===== src/rtl/uart_pkg.sv =====
// rtl/uart_pkg.sv - shared state type, line levels and frame helper for the UART TX scheduler
package uart_pkg;

  typedef enum logic [1:0] {IDLE, START, DATA, STOP} tx_state_e;

  localparam logic START_BIT = 1'b0;
  localparam logic STOP_BIT  = 1'b1;
  localparam logic IDLE_LVL  = 1'b1;

  // One start bit, the data bits, one stop bit.
  function automatic int frame_bit_times(input int data_w);
    return data_w + 2;
  endfunction

endpackage


===== src/rtl/uart_tx_frame.sv =====
// rtl/uart_tx_frame.sv - serial frame engine: start bit, LSB-first data bits, stop bit
module uart_tx_frame
  import uart_pkg::*;
#(
  parameter int DATA_W       = 8,
  parameter int CLKS_PER_BIT = 16
) (
  input  logic              i_clk,
  input  logic              i_rst,
  input  logic              i_load,
  input  logic [DATA_W-1:0] i_byte,
  output logic              o_txd,
  output logic              o_busy
);

  localparam int CNT_W = $clog2(CLKS_PER_BIT);
  localparam int IDX_W = $clog2(DATA_W + 1);
  localparam logic [CNT_W-1:0] CNT_LAST = CNT_W'(CLKS_PER_BIT - 1);
  localparam logic [IDX_W-1:0] IDX_LAST = IDX_W'(DATA_W - 1);

  tx_state_e         state;
  logic [CNT_W-1:0]  bit_cnt;
  logic [IDX_W-1:0]  bit_idx;
  logic [DATA_W-1:0] shift_reg;

  // o_txd is registered one step ahead so it already shows the next bit on each boundary.
  always_ff @(posedge i_clk) begin
    if (i_rst) begin
      state     <= IDLE;
      o_txd     <= IDLE_LVL;
      o_busy    <= 1'b0;
      bit_cnt   <= '0;
      bit_idx   <= '0;
      shift_reg <= '0;
    end else begin
      case (state)
        IDLE: begin
          if (i_load) begin
            shift_reg <= i_byte;
            bit_cnt   <= '0;
            bit_idx   <= '0;
            o_txd     <= START_BIT;
            o_busy    <= 1'b1;
            state     <= START;
          end
        end
        START: begin
          if (bit_cnt == CNT_LAST) begin
            bit_cnt <= '0;
            o_txd   <= shift_reg[0];
            state   <= DATA;
          end else begin
            bit_cnt <= bit_cnt + 1'b1;
          end
        end
        DATA: begin
          if (bit_cnt == CNT_LAST) begin
            bit_cnt <= '0;
            if (bit_idx == IDX_LAST) begin
              o_txd <= STOP_BIT;
              state <= STOP;
            end else begin
              shift_reg <= shift_reg >> 1;
              o_txd     <= shift_reg[1];
              bit_idx   <= bit_idx + 1'b1;
            end
          end else begin
            bit_cnt <= bit_cnt + 1'b1;
          end
        end
        STOP: begin
          if (bit_cnt == CNT_LAST) begin
            bit_cnt <= '0;
            o_txd   <= IDLE_LVL;
            o_busy  <= 1'b0;
            state   <= IDLE;
          end else begin
            bit_cnt <= bit_cnt + 1'b1;
          end
        end
        default: state <= IDLE;
      endcase
    end
  end

endmodule


===== src/rtl/uart_tx_sched.sv =====
// rtl/uart_tx_sched.sv - round-robin sharing of one UART transmitter between NUM_REQ byte sources
module uart_tx_sched
  import uart_pkg::*;
#(
  parameter int NUM_REQ      = 4,
  parameter int DATA_W       = 8,
  parameter int CLKS_PER_BIT = 16
) (
  input  logic                       i_clk,
  input  logic                       i_rst,
  input  logic [NUM_REQ-1:0]         i_req_valid,
  input  logic [NUM_REQ*DATA_W-1:0]  i_req_data,
  output logic [NUM_REQ-1:0]         o_req_ready,
  output logic                       o_txd,
  output logic                       o_busy,
  output logic [$clog2(NUM_REQ)-1:0] o_grant_id
);

  localparam int ID_W = $clog2(NUM_REQ);

  logic [ID_W-1:0]   rr_ptr;
  logic [ID_W-1:0]   win_idx;
  logic [ID_W-1:0]   cand_idx;
  logic              win_found;
  logic              load;
  logic [DATA_W-1:0] load_byte;
  int                cand;

  // Search starts just past the last winner, so it drops to lowest priority.
  always_comb begin
    win_found = 1'b0;
    win_idx   = '0;
    cand      = 0;
    cand_idx  = '0;
    for (int k = 1; k <= NUM_REQ; k++) begin
      cand = int'(rr_ptr) + k;
      if (cand >= NUM_REQ) cand = cand - NUM_REQ;
      cand_idx = ID_W'(cand);
      if (!win_found && i_req_valid[cand_idx]) begin
        win_found = 1'b1;
        win_idx   = cand_idx;
      end
    end
  end

  always_comb begin
    o_req_ready = '0;
    if (!i_rst && !o_busy && win_found) o_req_ready[win_idx] = 1'b1;
  end

  assign load = |o_req_ready;

  always_comb begin
    load_byte = '0;
    for (int k = 0; k < NUM_REQ; k++) begin
      if (win_idx == ID_W'(k)) load_byte = i_req_data[k*DATA_W +: DATA_W];
    end
  end

  always_ff @(posedge i_clk) begin
    if (i_rst) begin
      rr_ptr     <= ID_W'(NUM_REQ - 1);
      o_grant_id <= '0;
    end else if (load) begin
      rr_ptr     <= win_idx;
      o_grant_id <= win_idx;
    end
  end

  uart_tx_frame #(
    .DATA_W       (DATA_W),
    .CLKS_PER_BIT (CLKS_PER_BIT)
  ) u_frame (
    .i_clk  (i_clk),
    .i_rst  (i_rst),
    .i_load (load),
    .i_byte (load_byte),
    .o_txd  (o_txd),
    .o_busy (o_busy)
  );

endmodule


===== config.mk =====
export PLATFORM = sky130hd
export DESIGN_NAME = uart_tx_sched
export DESIGN_NICKNAME = d
export VERILOG_FILES = /design/src/rtl/uart_pkg.sv /design/src/rtl/uart_tx_frame.sv /design/src/rtl/uart_tx_sched.sv
export SDC_FILE = /design/constraint.sdc
export NUM_CORES = 1
export LEC_CHECK = 0
export CAP_MARGIN = 20
export CORE_MARGIN = 8
export CORE_UTILIZATION = 51
export DETAILED_ROUTE_END_ITERATION = 8
export PLACE_DENSITY = 0.83
export SYNTH_ARGS = -nofsm -noshare
export SYNTH_HDL_FRONTEND = slang
export SYNTH_HIERARCHICAL = 1
export SYNTH_SLANG_ARGS = --single-unit

===== constraint.sdc =====
create_clock -name i_clk -period 5.19 [get_ports i_clk]
set_input_delay 1.038 -clock i_clk [delete_from_list [all_inputs] [get_ports i_clk]]
set_output_delay 1.038 -clock i_clk [all_outputs]
set_load 0.02 [all_outputs]

==> impl_results.md, run 1 <==
* Wire length per cell at 13.41 um
* Global Route Usage Sum at 15.37%
* Hold Path Depth at 2
* Number of flip-flops in the largest register at 8
* Proportion of layout cells with a drive suffix above 1 at 9.583%
* Worst Path Required at 4.15 ns
* Max Clock Skew at 0.01272 ns
* Worst relative slew slack at 54.61%
* HP Start: o_grant_id[1]$_SDFFE_PP0P_
* CTS Root Cell: clkbuf_4
* FP Rows at 20
* Core ar. at 3028 um2
* Worst flop-to-flop path endpoint: u_frame/shift_reg[4]$_SDFFE_PP0P_
* TritonCTS clock tree: done
* Post-synth top area share at 29.88%
* Clock buffer depth at 2
* Slew @ Worst Pin at 0.6808 ns
* # clock sinks at 24
* Die Wd at 72.15 um
* DRC at 0
* Clk slew on worst S/H paths at 0.14 ns
* Max H-tree Level at 1
* Synth Register Bits at 24
* PD cells at 408.7 nW/um2
* Io pins at 46
* Final cell count without fillers at 284
* Max Clk Rate at 0.2328 GHz
* Worst setup SP type: input pin
* Nets at 285
* CP dominant cell by count: clkdlybuf4s50_1
* Pins Over Slew Limit at 0
* Syn Inst Count at 200
* Reg-to-reg slack, setup at 2.71 ns
* CP Max Fanout at 21
* Hold-fix buffers, CTS at 0
* Initial antenna violation count at 0
* Post-detail-place hpwl at 2911 um
* Worst-case reg-to-reg path depth at 7
* Syn Area/Cell at 8.039 um2
* Vias in the first global route at 1498
* FFs w/ async S/R, synth at 0%
* Latest clock arrival within the worst-skew pair at 0.32 ns
* Cell taking the most area after synthesis: dfxtp_1
* Post-DR vias/cell at 5.423
* Synth-to-Final Area Change at 30.35%
* Gr ovfl total at 0
* First-pass GRT wire length at 6617 um
* Syn Nets at 244
* TritonCTS Buffers at 3
* Largest net degree at the start of global routing at 29
* Final setup fails at 0
* Seq/Total Area, Yosys at 29.88%
* Die ar. at 5205 um2
* Die height at 72.15 um
* Cell variety after synth at 43
* Worst setup EP type: primary output
* CP max stage cell: clkdlybuf4s50_1
* First-pass DRT Iterations at 4
* Critical path arrival at 3.26 ns
* Port Buffers at 45
* Vias at 1540
* Synth Warn # at 6
* ANT cells at 0
* Max stage delay on crit path at 0.64 ns
* Max cap viols at 0
* Synth area leaders: dfxtp_1 30%, mux2i_1 7.5%, nor2_1 6.5%, nand2_1 6.1%, a21oi_1 5.9%
* Post-CTS setup buffers at 0
* Crit path kind: input pin to primary output
* Resized cells post-CTS at 0
* Min Clock Period, post-route at 4.296 ns
* Worst hold path class: flop to flop
* Routability Congestion at 0.8581
* Final period util at 82.78%
* Run status: finished, final reports clean
* Worst Hold Endpoint: o_grant_id[1]$_SDFFE_PP0P_
* Top FF cell, synth: dfxtp_1
* R2R Path Start: u_frame/state[0]$_SDFFE_PP0P_
* Synth Cell Area at 1608 um2
* EDFF count, synth at 0
* Crit-path cells: clkdlybuf4s50_1 -> nor2b_1 -> nor2_1 -> a211o_1 -> nor4_2 -> clkdlybuf4s50_1
* Final Hold Viols at 0
* VDD IR-drop max at 0.2820 mV
* Dpl cells at 280
* Detail Route Antenna Nets at 0
* Setup TNS at 0 ns
* RSZ-0062 raised after global routing: false
* Initial Util at 53.10%
* DRT iter0 DRCs at 101
* Leak at 0.8111 nW
* WL final at 3808 um
==> synthesized netlist by cell type, types with 2 or more instances <==
library cell  number
mux2i_1           12
buf_4              3
nand3b_1           2
nand2b_1           8
nand3_1            3
ha_1               6
and3b_1            2
nand2_1           26
inv_1              3
a32oi_1            9
dfxtp_1           24
clkbuf_1           2
o21ai_0            4
nor2_1            28
a21o_1             2
a21oi_1           19
and3_1             3
a211oi_1           7
nand2_2            8
or3_1              2
nor2b_1            2
buf_2              4
==> how the worst max path moves through the flow <==
| stage | slack, ns | cells past startpoint | endpoint | start |
|---|---|---|---|---|
| after detailed placement | 0.89 | 6 | o_req_ready[2] | i_req_valid[3] |
| after global routing | 0.74 | 6 | o_req_ready[3] | i_req_valid[3] |
| after floorplan | 1.99 | 5 | o_req_ready[2] | i_req_valid[3] |
| after CTS | 0.89 | 6 | o_req_ready[2] | i_req_valid[3] |
| final | 0.89 | 6 | o_req_ready[2] | i_req_valid[3] |
| after global placement | 0.92 | 6 | o_req_ready[2] | i_req_valid[3] |
==> cell type report <==
class / instances / area (um2)
flip-flops and latches: 24 / 480.5
clock inverters: 1 / 30.03
well taps: 44 / 55.05
fillers: 268 / 932.1
clock buffers: 3 / 22.52
multi-input cells: 162 / 1031
repair buffers: 47 / 465.4
inverters: 3 / 11.26
==> placed cells by master (no fill, tap or decap), drive strengths merged, types with 2 or more instances in the layout <==
cell            n
a211oi          8
a21o            2
a21oi          19
a32oi           9
and3            4
and3b           2
buf             2
clkbuf          3
clkdlybuf4s50  45
dfxtp          24
ha              6
inv             3
mux2i          12
nand2          34
nand2b          8
nand3           4
nand3b          2
nor2           28
nor2b           3
nor4            2
o21ai           5
or2             2
or3             2
==> cells by family (layout without fill, tap and decap cells) <==
group | after synthesis | in the layout | share of synthesized area, %
simple gates | 94 | 94 | 30.58
compound gates | 50 | 50 | 21.40
buf+inv | 14 | 54 | 5.992
mux | 12 | 12 | 7.471
fa+ha+maj | 6 | 6 | 4.669
flops | 24 | 24 | 29.88
==> metrics by stage <==
step / total power [W] / hold slack, ns / utilization [%] / instance area [um2] / worst slack [ns]
floorplan: 0.0006254 / 0.4448 / - / 1608 / 1.985
global placement: 0.0007130 / 0.4558 / 67.48 / 2043 / 0.9155
detailed placement: 0.0007236 / 0.4521 / 67.48 / 2043 / 0.8929
CTS: 0.0008620 / 0.4710 / 69.21 / 2096 / 0.8865
global route: 0.0009272 / 0.4826 / 69.21 / 2096 / 0.7406
finish: 0.0008565 / 0.4767 / 69.21 / 2096 / 0.8940
==> where the power goes <==
group / internal [W] / leakage (nW) / total [W] / switching (W)
Clock: 0.0000781 / 0.0279 / 0.000136 / 0.0000575
Combinational: 0.000200 / 0.586 / 0.000448 / 0.000248
Sequential: 0.000236 / 0.197 / 0.000272 / 0.0000365
==> worst max-delay path: cells and delay by family <==
family / cells / cell delay (ns)
buf+inv: 2 / 1.14
simple gates: 3 / 0.51
compound gates: 1 / 0.55
==> layer usage <==
| metal | share of wire [%] | GRT usage [%] | vias to the layer above |
|---|---|---|---|
| met1 | 44 | 17.99 | 716 |
| met5 | 0 | 0 | - |
| met3 | 4.7 | 4.270 | 0 |
| li1 | - | - | 797 |
| met2 | 51 | 27.48 | 27 |
| met4 | 0 | 2.041 | 0 |
Power figures use the tool's default switching activity.
==> run 2: changes to the inputs <==
--- a/config.mk
+++ b/config.mk
@@ -7,9 +7,9 @@
 export LEC_CHECK = 0
 export CAP_MARGIN = 20
 export CORE_MARGIN = 8
-export CORE_UTILIZATION = 51
+export CORE_UTILIZATION = 43
 export DETAILED_ROUTE_END_ITERATION = 8
-export PLACE_DENSITY = 0.83
+export PLACE_DENSITY = 0.74
 export SYNTH_ARGS = -nofsm -noshare
 export SYNTH_HDL_FRONTEND = slang
 export SYNTH_HIERARCHICAL = 1
==> constraint.sdc (replaced) <==
create_clock -name i_clk -period 3.5 [get_ports i_clk]
set_input_delay 0.7 -clock i_clk [delete_from_list [all_inputs] [get_ports i_clk]]
set_output_delay 0.7 -clock i_clk [all_outputs]
set_load 0.02 [all_outputs]
==> run 2 against run 1 <==
Compared with the run above: utilization shrank 9.8 points; sequential power grew 49%; cell count grew 3.2%; die area grew 14%; total power grew 56%; combinational power grew 54%; sequential share of layout area shrank 0.65 points; routed wire length grew 4.1%; sequential cell count is the same; cell area grew 2.9%; register-to-register slack lost 1.4 ns.
==> impl_results.md, run 2 (same netlist as run 1, synthesis figures left out) <==
* Run status: finished, final reports clean (unchanged)
* Reg-to-reg slack, setup at 1.35 ns (was 2.71 ns)
* Die Wd at 77.15 um (was 72.15 um)
* Final setup fails at 0 (unchanged)
* Crit path kind: input pin to primary output (unchanged)
* FP Rows at 22 (was 20)
* Slew @ Worst Pin at 0.6969 ns (was 0.6808 ns)
* Routability Congestion at 0.8059 (was 0.8581)
* Number of flip-flops in the largest register at 8 (unchanged)
* DP Area at 2086 um2 (was 2043 um2)
* Post-detail-place hpwl at 3068 um (was 2911 um)
* CP dominant cell by count: clkdlybuf4s50_1 (unchanged)
* First-pass GRT wire length at 6775 um (was 6617 um)
* Synth-to-Final Area Change at 34.16% (was 30.35%)
* Worst Setup EP: o_req_ready[2] (unchanged)
* Worst relative slew slack at 53.54% (was 54.61%)
* Hold-fix buffers, CTS at 0 (unchanged)
* Switching power at 0.0005149 W (was 0.0003424 W)
* Detail Route Antenna Nets at 0 (unchanged)
* R2R Path Start: u_frame/state[0]$_SDFFE_PP0P_ (unchanged)
* PD cells at 619.6 nW/um2 (was 408.7 nW/um2)
* Worst setup EP type: primary output (unchanged)
* Pint at 0.0008217 W (was 0.0005141 W)
* Max Clock Skew at 0.009369 ns (was 0.01272 ns)
* Max Clk Rate at 0.2939 GHz
* Critical path arrival at 2.70 ns (was 3.26 ns)
* Vias at 1545 (was 1540)
* Combinational Power Share at 51.7% (was 52.4%)
* Global Route Usage Sum at 13.18% (was 15.37%)
* Latest clock arrival within the worst-skew pair at 0.27 ns (was 0.32 ns)
* Clock buffer depth at 2 (unchanged)
* Initial antenna violation count at 0 (unchanged)
* Crit. Startpoint: i_req_valid[3] (unchanged)
* Nets at 290 (was 285)
* Min Clock Period, post-route at 3.403 ns
* Post-DR vias/cell at 5.273 (was 5.423)
* Final period util at 97.22%
* Initial Util at 44.25% (was 53.10%)
* Final core occ at 59.37% (was 69.21%)
* DRC at 0 (unchanged)
* Worst-case reg-to-reg path depth at 7 (unchanged)
* FILL cells at 367 (was 268)
* ANT cells at 0 (unchanged)
* First-pass DRT Iterations at 4 (unchanged)
* Largest net degree at the start of global routing at 27 (was 29)
* Leak at 0.8433 nW (was 0.8111 nW)
* Wire length per cell at 13.53 um (was 13.41 um)
* TritonCTS clock tree: done (unchanged)
* TritonCTS Buffers at 3 (unchanged)
* Core ar. at 3633 um2 (was 3028 um2)
* Most frequent cells in the layout: 45 x clkdlybuf4s50_1, 28 x nor2_1, 26 x nand2_1, 24 x dfxtp_1, 19 x a21oi_1 (unchanged)
* Fin area at 2157 um2 (was 2096 um2)
* CTS Root Cell: clkbuf_8 (was clkbuf_4)
* Die height at 77.15 um (was 72.15 um)
* Clk slew on worst S/H paths at 0.09 ns (was 0.14 ns)
* CP Max Fanout at 6 (was 21)
* CP max stage cell: clkdlybuf4s50_1 (unchanged)
* Resized cells post-CTS at 0 (unchanged)
* Gr ovfl total at 0 (unchanged)
* Clock network fraction of design power at 18.0% (was 15.8%)
* RSZ-0062 raised after global routing: false (unchanged)
* Worst Path Required at 2.80 ns (was 4.15 ns)
* Max cap viols at 0 (unchanged)
* Setup TNS at 0 ns (unchanged)
* Pins Over Slew Limit at 0 (unchanged)
* Max stage delay on crit path at 0.65 ns (was 0.64 ns)
* WL final at 3963 um (was 3808 um)
* # clock sinks at 24 (unchanged)
* Io pins at 46 (unchanged)
* Crit-path cells: clkdlybuf4s50_1 -> nor2b_1 -> nor2_1 -> a211o_1 -> nor4_2 -> clkdlybuf4s50_1 (unchanged)
* Sequential power share at 30.3% (was 31.8%)
* Worst flop-to-flop path endpoint: u_frame/shift_reg[4]$_SDFFE_PP0P_ (unchanged)
* VDD IR-drop max at 0.2905 mV (was 0.2820 mV)
* Max H-tree Level at 1 (unchanged)
* Post-CTS setup buffers at 0 (unchanged)
* Most common cell after layout, fill and taps aside: clkdlybuf4s50_1 (unchanged)
* Port Buffers at 45 (unchanged)
* Worst setup SP type: input pin (unchanged)
* DRT iter0 DRCs at 105 (was 101)
* Proportion of layout cells with a drive suffix above 1 at 11.43% (was 9.583%)
* Vias in the first global route at 1519 (was 1498)
* Worst hold path class: flop to flop (unchanged)
* Sw Ratio at 38.53% (was 39.97%)
* Final Hold Viols at 0 (unchanged)
* Die ar. at 5951 um2 (was 5205 um2)
-- run 2: cell types whose count changed in the layout (fill, tap and decap cells not counted) --
cell	change
clkbuf_8	+3
clkbuf_4	-3
buf_4	+5
-- run 2: power by group through the flow --
stage	Sequential (W)	Combinational (W)	Clock, W
finish	0.000405	0.000690	0.000241
global route	0.000416	0.000774	0.000256
CTS	0.000405	0.000693	0.000247
detailed placement	0.000411	0.000688	0
global placement	0.000409	0.000676	0
floorplan	0.000417	0.000511	0
-- run 2: critical path, delay by kind of cell --
family / cells / cell delay (ns)
buf+inv: 2 / 1.16
simple gates: 3 / 0.45
compound gates: 1 / 0.39
-- run 2: cell type report --
cell class,count,area [um2],share of cell area (%)
multi-input combinational,162,1031,47.80
timing repair buffer,52,503.0,23.32
clock inverter,1,30.03,1.392
inverter,3,11.26,0.5220
sequential,24,480.5,22.27
clock buffer,3,41.29,1.914
tap,48,60.06,2.784
-- run 2: worst min-delay path by stage --
| stage | startpoint | end | cells after the start |
|---|---|---|---|
| floorplan | u_frame/shift_reg[7]$_SDFFE_PP0P_ | u_frame/shift_reg[7]$_SDFFE_PP0P_ | 2 |
| global placement | o_grant_id[1]$_SDFFE_PP0P_ | o_grant_id[1]$_SDFFE_PP0P_ | 2 |
| detailed placement | o_grant_id[1]$_SDFFE_PP0P_ | o_grant_id[1]$_SDFFE_PP0P_ | 2 |
| CTS | o_grant_id[1]$_SDFFE_PP0P_ | o_grant_id[1]$_SDFFE_PP0P_ | 2 |
| global route | o_grant_id[1]$_SDFFE_PP0P_ | o_grant_id[1]$_SDFFE_PP0P_ | 2 |
| finish | o_grant_id[1]$_SDFFE_PP0P_ | o_grant_id[1]$_SDFFE_PP0P_ | 2 |
-- run 2: layer usage --
metal / vias up / share of wire (%) / track usage, %
li1: 802 / - / -
met1: 723 / 44 / 14.66
met2: 18 / 53 / 24.68
met3: 2 / 2.3 / 3.147
met4: 0 / 0.48 / 2.264
met5: - / 0 / 0
-- run 2: stage by stage --
| step | worst slack (ns) | hold WS [ns] | total power (W) | instances |
|---|---|---|---|---|
| global placement | 0.1360 | 0.4514 | 0.001085 | 289 |
| finish | 0.09728 | 0.4629 | 0.001337 | 293 |
| floorplan | 0.9714 | 0.4448 | 0.0009274 | 200 |
| global route | 0.01417 | 0.5103 | 0.001447 | 293 |
| CTS | 0.09968 | 0.4686 | 0.001345 | 293 |
| detailed placement | 0.1032 | 0.4553 | 0.001099 | 289 |
==> run 3: changes to the inputs <==
--- a/config.mk
+++ b/config.mk
@@ -9,7 +9,7 @@
 export CORE_MARGIN = 8
 export CORE_UTILIZATION = 43
 export DETAILED_ROUTE_END_ITERATION = 8
-export PLACE_DENSITY = 0.74
+export PLACE_DENSITY = 0.76
 export SYNTH_ARGS = -nofsm -noshare
 export SYNTH_HDL_FRONTEND = slang
 export SYNTH_HIERARCHICAL = 1
==> run 3 against run 2 <==
Compared with the run above: cell count down 0.34%; first-iteration DRC count down 15%; register-to-register slack better by 0.03 ns; global-route usage down 0.054 points; cell area down 0.23%; sequential power about the same; clock power about the same; non-clock buffer count down 1; critical path type unchanged.
==> impl_results.md, run 3 (same netlist as run 1, synthesis figures left out) <==
* CTS Root Cell: clkbuf_8 (unchanged)
* First-pass GRT wire length at 6693 um (was 6775 um)
* Max stage delay on crit path at 0.64 ns (was 0.65 ns)
* ANT cells at 0 (unchanged)
* Pins Over Slew Limit at 0 (unchanged)
* Vias in the first global route at 1470 (was 1519)
* Run status: finished, final reports clean (unchanged)
* Min Clock Period, post-route at 3.402 ns (was 3.403 ns)
* # clock sinks at 24 (unchanged)
* First-pass DRT Iterations at 4 (unchanged)
* Worst hold path class: flop to flop (unchanged)
* Max cap viols at 0 (unchanged)
* DRT iter0 DRCs at 89 (was 105)
* Global Route Usage Sum at 13.13% (was 13.18%)
* Proportion of layout cells with a drive suffix above 1 at 11.07% (was 11.43%)
* Number of flip-flops in the largest register at 8 (unchanged)
* Post-detail-place hpwl at 3041 um (was 3068 um)
* Max Clk Rate at 0.2940 GHz (was 0.2939 GHz)
* WL final at 3891 um (was 3963 um)
* Crit path buf inv count at 2 (unchanged)
* Final setup fails at 0 (unchanged)
* Core ar. at 3633 um2 (unchanged)
* Largest net degree at the start of global routing at 27 (unchanged)
* Max H-tree Level at 1 (unchanged)
* Routability Congestion at 0.7955 (was 0.8059)
* PD cells at 615.7 nW/um2 (was 619.6 nW/um2)
* FILL cells at 336 (was 367)
* FP Rows at 22 (unchanged)
* Crit-path cells: clkdlybuf4s50_1 -> nor2b_1 -> nor2_1 -> a211o_1 -> nor4_4 -> clkdlybuf4s50_1 (was clkdlybuf4s50_1 -> nor2b_1 -> nor2_1 -> a211o_1 -> nor4_2 -> clkdlybuf4s50_1)
* Worst relative slew slack at 52.49% (was 53.54%)
* Gr busiest metal: met2 (unchanged)
* Detail Route Antenna Nets at 0 (unchanged)
* Max Clock Skew at 0.004623 ns (was 0.009369 ns)
* Setup TNS at 0 ns (unchanged)
* RSZ-0062 raised after global routing: false (unchanged)
* Global routing usage on met2 at 24.09% (was 24.68%)
* VDD IR-drop max at 0.4222 mV (was 0.2905 mV)
* Final core occ at 59.23% (was 59.37%)
* Clock buffer depth at 2 (unchanged)
* GR Util met3 at 3.613% (was 3.147%)
* Cell family with most CP delay: buffers and inverters (unchanged)
* Sequential cell area at 480.5 um2 (unchanged)
* Worst setup SP type: input pin (unchanged)
* Footprint of the multi-input gates at 1031 um2 (unchanged)
* Final period util at 97.19% (was 97.22%)
* Most frequent cells in the layout: 44 x clkdlybuf4s50_1, 28 x nor2_1, 26 x nand2_1, 24 x dfxtp_1, 19 x a21oi_1 (was 45 x clkdlybuf4s50_1, 28 x nor2_1, 26 x nand2_1, 24 x dfxtp_1, 19 x a21oi_1)
* Die ar. at 5951 um2 (unchanged)
* Worst Path Required at 2.80 ns (about the same)
* Io pins at 46 (unchanged)
* Vias at 1514 (was 1545)
* CP dominant cell by count: clkdlybuf4s50_1 (unchanged)
* Most common cell after layout, fill and taps aside: clkdlybuf4s50_1 (unchanged)
* Final Hold Viols at 0 (unchanged)
* Nets at 289 (was 290)
* Synth-to-Final Area Change at 33.85% (was 34.16%)
* Wire length per cell at 13.33 um (was 13.53 um)
* TritonCTS Buffers at 3 (unchanged)
* Critical path arrival at 2.70 ns (about the same)
* Die Wd at 77.15 um (unchanged)
* Clk slew on worst S/H paths at 0.09 ns (about the same)
* Slew @ Worst Pin at 0.7126 ns (was 0.6969 ns)
* Initial Util at 44.25% (unchanged)
* Gr ovfl total at 0 (unchanged)
* CP max stage cell: clkdlybuf4s50_1 (unchanged)
* Die height at 77.15 um (unchanged)
* DRC at 0 (unchanged)
* TritonCTS clock tree: done (unchanged)
* CP Max Fanout at 8 (was 6)
* Initial antenna violation count at 0 (unchanged)
* Leak at 0.8555 nW (was 0.8433 nW)
* Post-DR vias/cell at 5.185 (was 5.273)
* Crit path kind: input pin to primary output (unchanged)
* Latest clock arrival within the worst-skew pair at 0.27 ns (about the same)
* Met1 Usage GRT at 14.91% (was 14.66%)
* Worst setup EP type: primary output (unchanged)
* Port Buffers at 45 (unchanged)
-- run 3: final cells by class --
class	count	area share (%)
Clock buffer	3	1.919
Tap cell	48	2.791
Timing Repair Buffer	51	23.14
Sequential cell	24	22.33
Inverter	3	0.5233
Clock inverter	1	1.395
Multi-Input combinational cell	162	47.91
-- run 3: per-stage QoR --
step                      worst slack, ns  area, um2  hold slack, ns  cells  total power, W
after floorplan                    0.9714       1608          0.4448    200       0.0009274
after global placement             0.1144       2078          0.4462    288        0.001075
after detailed placement          0.09072       2078          0.4637    288        0.001092
after CTS                         0.08835       2150          0.4762    292        0.001335
after global routing              0.02548       2152          0.4877    292        0.001438
final                             0.09829       2152          0.4706    292        0.001325
-- run 3: layer usage --
metal / routed length (um) / vias up
li1: - / 802
met5: 0 / -
met2: 2045 / 14
met3: 110 / 2
met4: 14 / 0
met1: 1721 / 696
-- run 3: worst reg2reg max path, delay by kind of cell, from the launching register on --
kind	cells	cell delay (ns)
AO/OA/AOI/OAI	1	0.23
adder cells (fa/ha/maj)	1	0.63
buffers and inverters	2	0.36
flip-flops	1	0.34
multiplexers	2	0.32
AND/OR/NAND/NOR	1	0.14
-- run 3: report_power, final --
| group | internal [W] | switching [W] |
|---|---|---|
| Combinational | 0.000311 | 0.000367 |
| Sequential | 0.000350 | 0.0000550 |
| Clock | 0.000153 | 0.0000886 |
| Total | 0.000814 | 0.000511 |
-- run 3: path summary, 6_finish.rpt --
| check | startpoint | endpoint | slack (ns) | depth (start not counted) |
|---|---|---|---|---|
| worst max-delay path | i_req_valid[3] | o_req_ready[3] | 0.1 | 6 |
| worst min register to register | o_grant_id[1]$_SDFFE_PP0P_ | o_grant_id[1]$_SDFFE_PP0P_ | 0.47 | 2 |
| worst min-delay path | o_grant_id[1]$_SDFFE_PP0P_ | o_grant_id[1]$_SDFFE_PP0P_ | 0.47 | 2 |
| worst max register to register | u_frame/state[0]$_SDFFE_PP0P_ | u_frame/bit_idx[3]$_SDFFE_PP0P_ | 1.38 | 7 |
-- run 3: repair_timing --
| item | CTS | global route |
|---|---|---|
| hold buffers | 0 | 0 |
| setup endpoints to repair | 0 | 1 |
| setup buffers | 0 | 0 |
| gates resized for setup | 0 | 1 |
